`config.mk`:
```
export PLATFORM = sky130hd
export DESIGN_NAME = vga_pattern_gen
export DESIGN_NICKNAME = d
export VERILOG_FILES = /design/src/rtl/vga_pattern_gen.sv
export SDC_FILE = /design/constraint.sdc
export NUM_CORES = 1
export LEC_CHECK = 0
export CAP_MARGIN = 15
export CORE_ASPECT_RATIO = 1.75
export CORE_MARGIN = 8
export CORE_UTILIZATION = 49
export CTS_CLUSTER_SIZE = 20
export DETAILED_ROUTE_END_ITERATION = 10
export PLACE_DENSITY = 0.76
export SLEW_MARGIN = 20
export SYNTH_ARGS = -nofsm -noshare
export SYNTH_HDL_FRONTEND = slang
export SYNTH_SLANG_ARGS = --single-unit
export TNS_END_PERCENT = 20
```
`constraint.sdc`:
```
create_clock -name clk -period 3 [get_ports clk]
set_input_delay 0.3 -clock clk [delete_from_list [all_inputs] [get_ports clk]]
set_output_delay 0.3 -clock clk [all_outputs]
set_load 0.01 [all_outputs]
```
`src/rtl/vga_pattern_gen.sv`:
```
// VGA test-pattern generator: raster counters, four colour patterns and a
// single-entry mode request that takes effect at the next frame boundary.
module vga_pattern_gen #(
  parameter int vga_width    = 1024,
  parameter int vga_height   = 768,
  parameter int color_depth  = 8,
  parameter int h_front_cnt  = 24,
  parameter int h_sync_cnt   = 136,
  parameter int h_back_cnt   = 144,
  parameter int v_front_cnt  = 3,
  parameter int v_sync_cnt   = 6,
  parameter int v_back_cnt   = 29,
  parameter int default_mode = 1
) (
  input  logic                   clk,
  input  logic                   rst_n,
  input  logic [1:0]             mode_req,
  input  logic                   mode_valid,
  output logic                   mode_ready,
  output logic [1:0]             cur_mode,
  output logic [color_depth-1:0] vga_r,
  output logic [color_depth-1:0] vga_g,
  output logic [color_depth-1:0] vga_b,
  output logic                   frame_start
);

  localparam int HStart = h_front_cnt + h_sync_cnt + h_back_cnt;
  localparam int VStart = v_front_cnt + v_sync_cnt + v_back_cnt;
  localparam int HCnt   = HStart + vga_width;
  localparam int VCnt   = VStart + vga_height;
  localparam int HW     = $clog2(HCnt);
  localparam int VW     = $clog2(VCnt);
  localparam int XW     = $clog2(vga_width);
  localparam int CD     = color_depth;
  localparam logic [CD-1:0] Full = '1;

  logic [HW-1:0] ctr_h_q, ctr_h_d;
  logic [VW-1:0] ctr_v_q, ctr_v_d;
  logic [1:0]    mode_q, mode_d;
  logic [1:0]    pend_q, pend_d;
  logic          pend_v_q, pend_v_d;
  logic          fs_q;
  logic [CD-1:0] r_q, g_q, b_q;
  logic [CD-1:0] r_d, g_d, b_d;
  logic          h_end, wrap;
  logic          act_d;
  logic [XW-1:0] x;
  logic [VW-1:0] y;
  logic [2:0]    bar;
  logic          cb;
  logic [CD-1:0] grey;

  assign h_end = (ctr_h_q == HW'(HCnt - 1));
  assign wrap  = h_end && (ctr_v_q == VW'(VCnt - 1));

  always_comb begin
    ctr_h_d = h_end ? '0 : ctr_h_q + 1'b1;
    ctr_v_d = ctr_v_q;
    if (h_end) ctr_v_d = wrap ? '0 : ctr_v_q + 1'b1;
  end

  // A request captured on the wrap edge itself waits for the next wrap.
  always_comb begin
    pend_d   = pend_q;
    pend_v_d = pend_v_q;
    mode_d   = mode_q;
    if (wrap && pend_v_q) begin
      mode_d   = pend_q;
      pend_v_d = 1'b0;
    end else if (mode_valid && !pend_v_q) begin
      pend_d   = mode_req;
      pend_v_d = 1'b1;
    end
  end

  // Colour is computed for the next position so it lines up with the counters.
  assign act_d = (ctr_h_d >= HW'(HStart)) && (ctr_v_d >= VW'(VStart));
  assign x     = XW'(ctr_h_d - HW'(HStart));
  assign y     = ctr_v_d - VW'(VStart);
  assign bar   = 3'(x >> (XW - 3));
  assign cb    = |((32'(x) ^ 32'(y)) & 32'h20);
  assign grey  = CD'({x, {CD{1'b0}}} >> XW);

  always_comb begin
    r_d = '0;
    g_d = '0;
    b_d = '0;
    if (act_d) begin
      unique case (mode_d)
        2'd0: begin
          r_d = Full;
          g_d = Full;
          b_d = Full;
        end
        2'd1: begin
          r_d = {CD{~bar[1]}};
          g_d = {CD{~bar[2]}};
          b_d = {CD{~bar[0]}};
        end
        2'd2: begin
          r_d = {CD{cb}};
          g_d = {CD{cb}};
          b_d = {CD{cb}};
        end
        2'd3: begin
          r_d = grey;
          g_d = grey;
          b_d = grey;
        end
      endcase
    end
  end

  always_ff @(posedge clk or negedge rst_n) begin
    if (!rst_n) begin
      ctr_h_q  <= '0;
      ctr_v_q  <= '0;
      mode_q   <= 2'(default_mode);
      pend_q   <= '0;
      pend_v_q <= 1'b0;
      fs_q     <= 1'b0;
      r_q      <= '0;
      g_q      <= '0;
      b_q      <= '0;
    end else begin
      ctr_h_q  <= ctr_h_d;
      ctr_v_q  <= ctr_v_d;
      mode_q   <= mode_d;
      pend_q   <= pend_d;
      pend_v_q <= pend_v_d;
      fs_q     <= wrap;
      r_q      <= r_d;
      g_q      <= g_d;
      b_q      <= b_d;
    end
  end

  assign mode_ready  = ~pend_v_q;
  assign cur_mode    = mode_q;
  assign frame_start = fs_q;
  assign vga_r       = r_q;
  assign vga_g       = g_q;
  assign vga_b       = b_q;

endmodule

```
# After elaboration in Yosys (flattened, before gate mapping)

Index checks and enable logic that the tools add are counted.

Bits in registers: 51
Output and inout port bits: 28

Add/subtract/negate cells: 4
Order comparisons: 2
Equal/unequal tests: 5
Multiplexer cells: 12
Bitwise gates (word level): 6
Reductions and logical operators: 8

Operators with widths:

| kind                    | count |
|---|---|
| $pmux W8 S4             | 3 |
| $mux W8                 | 3 |
| $mux W10                | 2 |
| $add A11 B1 Y11 const B | 1 |
| $eq A11 B11 Y1 const B  | 1 |
| $ge A11 B9 Y1 const B   | 1 |
| $mux W11                | 1 |
| $add A10 B1 Y10 const B | 1 |
| $eq A10 B10 Y1 const B  | 1 |
| $ge A10 B6 Y1 const B   | 1 |
| $sub A10 B9 Y10 const B | 1 |
| $sub A6 B6 Y6 const B   | 1 |
| $xor A6 B6 Y6           | 1 |
| $not A1 Y1              | 5 |
| $eq A2 B2 Y1 const B    | 2 |
| $logic_and A1 B1 Y1     | 4 |
| $eq A2 B1 Y1 const B    | 1 |
| $logic_not A2 Y1        | 1 |
| $mux W1                 | 2 |
| $mux W2                 | 1 |
| $reduce_and A2 Y1       | 1 |
| $reduce_bool A2 Y1      | 1 |
| $logic_not A1 Y1        | 1 |

# Logic depth before layout (Yosys ltp)

Depth after elaboration: 8
Gate-level depth with buffers: 13
Gate-level depth less buffers: 11

# Worst setup path before layout

No wires, ideal clock.

Path kind: register to register
Start point: reg ctr_h_q[4]
End point: reg g_q[6], in the netlist vga_g[6]
Setup time: 0.082 ns
Arrival: 3.176 ns
Data required time: 2.918 ns
Setup slack: -0.258 ns
Cell stages (with the launch flop): 13
Path through: dfrtp_1 > buf_6 > or4b_4 > buf_6 > nor3_2 > clkbuf_1 > nor2_1 > ha_1 > a2111o_1 > nand3_1 > xor2_1 > nand2_1 > a31oi_1

Elaborated cells on any way between the ends: 21
Classes of those cells: 3 x add/sub; 2 x order compare; 4 x eq/ne; 6 x mux; 2 x bitwise; 4 x reduce/logical

RTL lines:

| element                                                  | line   | RTL |
|---|---|---|
| from (decl)                                              | 37     | `logic [HW-1:0] ctr_h_q, ctr_h_d;` |
| from (signal assigned)                                   | 126    | `ctr_h_q <= ctr_h_d;` |
| $add A11 B1 Y11 / $eq A11 B11 Y1 (equally long branches) | 57, 53 |  |
| $mux W11 (*)                                             | 57     | `ctr_h_d = h_end ? '0 : ctr_h_q + 1'b1;` |
| via ctr_h_d[4]                                           | 37     |  |
| $sub A10 B9 Y10                                          | 78     | `assign x = XW'(ctr_h_d - HW'(HStart));` |
| $xor A6 B6 Y6 / $not A1 Y1 (equally long branches)       | 81, 97 |  |
| $pmux W8 S4                                              | 89     | `unique case (mode_d)` |
| $mux W8 (*)                                              | 88     | `if (act_d) begin` |
| via g_d[6]                                               | 44     | `logic [CD-1:0] r_d, g_d, b_d;` |
| to (signal assigned)                                     | 133    | `g_q <= g_d;` |
| to (decl)                                                | 43     | `logic [CD-1:0] r_q, g_q, b_q;` |

Mark *: on every way through the listed nets, which the timed path passes. The rest lies on a longest branch.
A chain may end at the register's enable or synchronous reset.

# Worst setup path in the final report

Start point: reg ctr_h_q[7]
End point: reg r_q[6], in the netlist vga_r[6]

Cells in the longest elaborated chain, start to end: 8
Elaborated cells on any way between the ends: 21
Classes of those cells: 3 x add/sub; 2 x order compare; 4 x eq/ne; 6 x mux; 2 x bitwise; 4 x reduce/logical

Ends and longest elaborated chain:

| element              | line | RTL |
|---|---|---|
| $eq A11 B11 Y1 (*)   | 53   | `assign h_end = (ctr_h_q == HW'(HCnt - 1));` |
| $logic_and A1 B1 Y1  | 54   | `assign wrap = h_end && (ctr_v_q == VW'(VCnt - 1));` |
| $mux W10             | 59   | `if (h_end) ctr_v_d = wrap ? '0 : ctr_v_q + 1'b1;` |
| $mux W10 (*)         | 59   |  |
| via ctr_v_d[3]       | 38   | `logic [VW-1:0] ctr_v_q, ctr_v_d;` |
| $sub A6 B6 Y6        | 79   | `assign y = ctr_v_d - VW'(VStart);` |
| $xor A6 B6 Y6        | 81   | `assign cb = \|((32'(x) ^ 32'(y)) & 32'h20);` |
| $pmux W8 S4          | 89   |  |
| $mux W8 (*)          | 88   |  |
| via r_d[6]           | 44   |  |
| to (signal assigned) | 132  | `r_q <= r_d;` |
| to (decl)            | 43   |  |

Marks and branches as above.

==> metrics.txt <==
status=finished, final reports clean; critical path arrival=3.12 ns; Detailed Routing Iterations Pass 1=5; CTS tree=yes; Post-DP Area=slightly below 0.003 sq mm; Layout Skew=0.00443 ns; Worst Path Max Fanout=5; antenna violations before repair=0; net count after synthesis=between 200 and 250; cell-internal power=0.887 mW; Inserted Clock Buffers=5; Final ANT Viol Nets=0; Worst Hold Class=in2async; Synth top area share=between 50 and 60%; clock sink count=51; fraction of layout cells with a size suffix above 1=approximately a fifth; Fmax achieved=around 0.34 GHz; Pwr Total=1.13 mW; worst path bufs/invs=2; DP HPWL=4610 um; Synth Flop Type=dfrtp_1; crit-path max cell delay=0.60 ns; # fillers=398; FF+latch count, synth=51; Avg Synthesized Cell Area=between 10 and 15 sq um; Post-Synthesis Cells=about 230; post-synthesis async set-or-reset flop share=between 90% and 100%; H-tree level count=2; starting density of the core=50.2%; Synth area leaders=dfrtp_1 50%, nand3_1 3.8%, a21oi_1 3.4%, a31oi_1 3.0%, xnor2_1 2.5%; Worst-Skew Late Latency=0.30 ns; critical path's top delay family=simple AND/OR/NAND/NOR gates; post-synth top area cell=dfrtp_1; largest net degree at the start of global routing=52; Seq/Total Area, Yosys=51.5%; Final Routed Wirelength=a little over 6000 um; EDFF count, synth=0; Hold WS=0.00727 ns; critical path cell sequence=or4b_4, buf_6, o41ai_4, o41ai_2, or4b_4, xor2_4, a22oi_2, buf_4, a21oi_1; endpoints failing hold=0; P&R area growth vs syn=28.5%; DRC=0; switching portion of total power=a little over a fifth; Slew @ Worst Pin=0.631 ns; RSZ-0062 raised after global routing=yes; PwrDens=355 mW/mm^2; CTS Hold Bufs=0; Max-Cap Viols=0; Syn Std Cell Area=roughly 0.0025 sq mm; Clock Power Share=36.8%; Final #Nets=slightly below 300; CP endpoint kind=flip-flop; WS Path Type=reg2reg; cell mode on critical path=or4b_4; first-pass GRT wire length=between 9000 and 10,000 um; clk buf depth=2; Finished Cell Area=0.00318 sq mm; Vias=between 2,000 and 2,500; commonest non-fill, non-tap cell in the layout=dfrtp_1; DIE HEIGHT=~110 um; dpl cells=321; DR iter-0 viols=132; total grt overflow=0; Reg clk slew, reported paths=0.09 ns; Die W=around 70 um; Fin Setup TNS=0 ns; Die Area=between 0.007 and 0.008 sq mm; Yosys warning count=0; Crit path required time=roughly 3.2 ns; CP max stage cell=or4b_4; Slew HR=57.9%; fin crit share=97.8%; Placement Rows=34; Gate power share=2.0%; count of cell types in the netlist=50; root buffer cell=clkbuf_8; min Tclk post-route=2.93 ns; Vias/cell=slightly above 6; Max rail drop VDD=0.431 mV; CORE AREA=0.00493 sq mm; I/O pin total=33; Flop pwr share=between 60% and 70%; total global-route track usage=16.1%; GPL Wtd Cong=0.896; routed len/inst=18.4 um; most frequent cells in the layout=50 x dfrtp_1, 31 x clkdlybuf4s50_1, 22 x buf_4, 18 x nand3_1, 17 x a21oi_1; startpoint type of the worst setup path=flip-flop; max-slew violations=0; # diodes=0; Setup-failing EPs final=0; I/O Buffers=32; Non-Filler Instances=337; P_leak=1.46 nW; Psw=roughly 0.24 mW; vias in the first global route=2,082
path summary, 6_finish.rpt:
path / start / end / slack [ns] / cells past startpoint
setup / recovery: ctr_h_q[7] / vga_r[6] / 0.07 / 9
hold / removal: rst_n / vga_b[4] / 0.007 / 1
setup reg to reg: ctr_h_q[7] / vga_r[6] / 0.07 / 9
hold reg to reg: ctr_v_q[7] / ctr_v_q[7] / 0.54 / 1
max in group asynchronous: rst_n / frame_start / 2.57 / 1
min in group clk: ctr_v_q[7] / ctr_v_q[7] / 0.54 / 1
flip-flops by register name (all words and copies together), names as in the netlist:
name         flops
pend_v_q         1
ctr_h_q         11
vga_r            8
ctr_v_q         10
cur_mode         2
vga_b            8
pend_q           2
vga_g            8
frame_start      1
layout make-up:
cell class | instances | area [sq um] | share of cell area [%]
repair buffers | 56 | 518 | 16.3
clock buffers | 6 | 82.6 | 2.59
flip-flops and latches | 51 | 1280 | 40.1
well taps | 54 | 67.6 | 2.12
inverters | 10 | 37.5 | 1.18
clock inverters | 2 | 16.3 | 0.511
multi-input cells | 158 | 1180 | 37.2
metal layers:
metal  GRT usage, %  wire length (um)  vias up
li1               -                 -      953
met1           14.6              2090     1002
met2           32.1              3540       71
met3           3.94               303       20
met4           8.08               259        0
met5              0                 0        -
worst reg2reg max path, cell delays in order (launching register included):
cell,delay (ns)
dfrtp_1,0.39
or4b_4,0.60
buf_6,0.15
o41ai_4,0.32
o41ai_2,0.13
or4b_4,0.59
xor2_4,0.19
a22oi_2,0.19
buf_4,0.18
a21oi_1,0.08
through the flow:
stage | util, % | setup WS, ns
after global placement | 59.8 | -0.00183
after global routing | 64.5 | -0.0359
after CTS | 62.3 | -0.00707
final | 64.5 | 0.0657
after floorplan | - | 0.0283
after detailed placement | 59.8 | -0.0250
power by group through the flow:
stage / Combinational [mW] / Clock [mW] / Sequential [mW]
after floorplan: 0.00438 / 0 / 0.706
after global placement: 0.0221 / 0 / 0.706
after detailed placement: 0.0229 / 0 / 0.707
after CTS: 0.0228 / 0.425 / 0.693
after global routing: 0.0259 / 0.453 / 0.693
final: 0.0221 / 0.415 / 0.693
logic make-up (layout without fill, tap and decap cells):
logic type      Yosys count  count (layout)  synth area share (%)
compound gates           56              56                  16.2
xor+xnor                 14              14                  4.95
fa+ha+maj                 4               4                  2.02
buf+inv                  18              74                  3.94
flops                    51              51                  51.5
mux                       5               5                  2.17
simple gates             79              79                  19.2
repair_timing:
action / in CTS / in global routing
pin swaps: 1 / 8
buffers inserted: 2 / 6
setup endpoints to repair: 15 / 24
resized for setup: 3 / 12
cloned: 0 / 0
endpoints found under the hold margin: 0 / 0
cell usage after synthesis (all sizes together) (3+ instances only):
library cell	count
a21o	3
a21oi	18
a31oi	12
and2	3
and4	3
buf	4
clkbuf	4
dfrtp	50
ha	4
inv	10
mux2	3
nand2	9
nand2b	5
nand3	19
nand4	7
nor2	8
nor2b	3
nor3	4
nor4	3
o21ai	7
o31ai	3
or3	3
or4	3
xnor2	7
xor2	7
(Power assumes the default switching activity.)
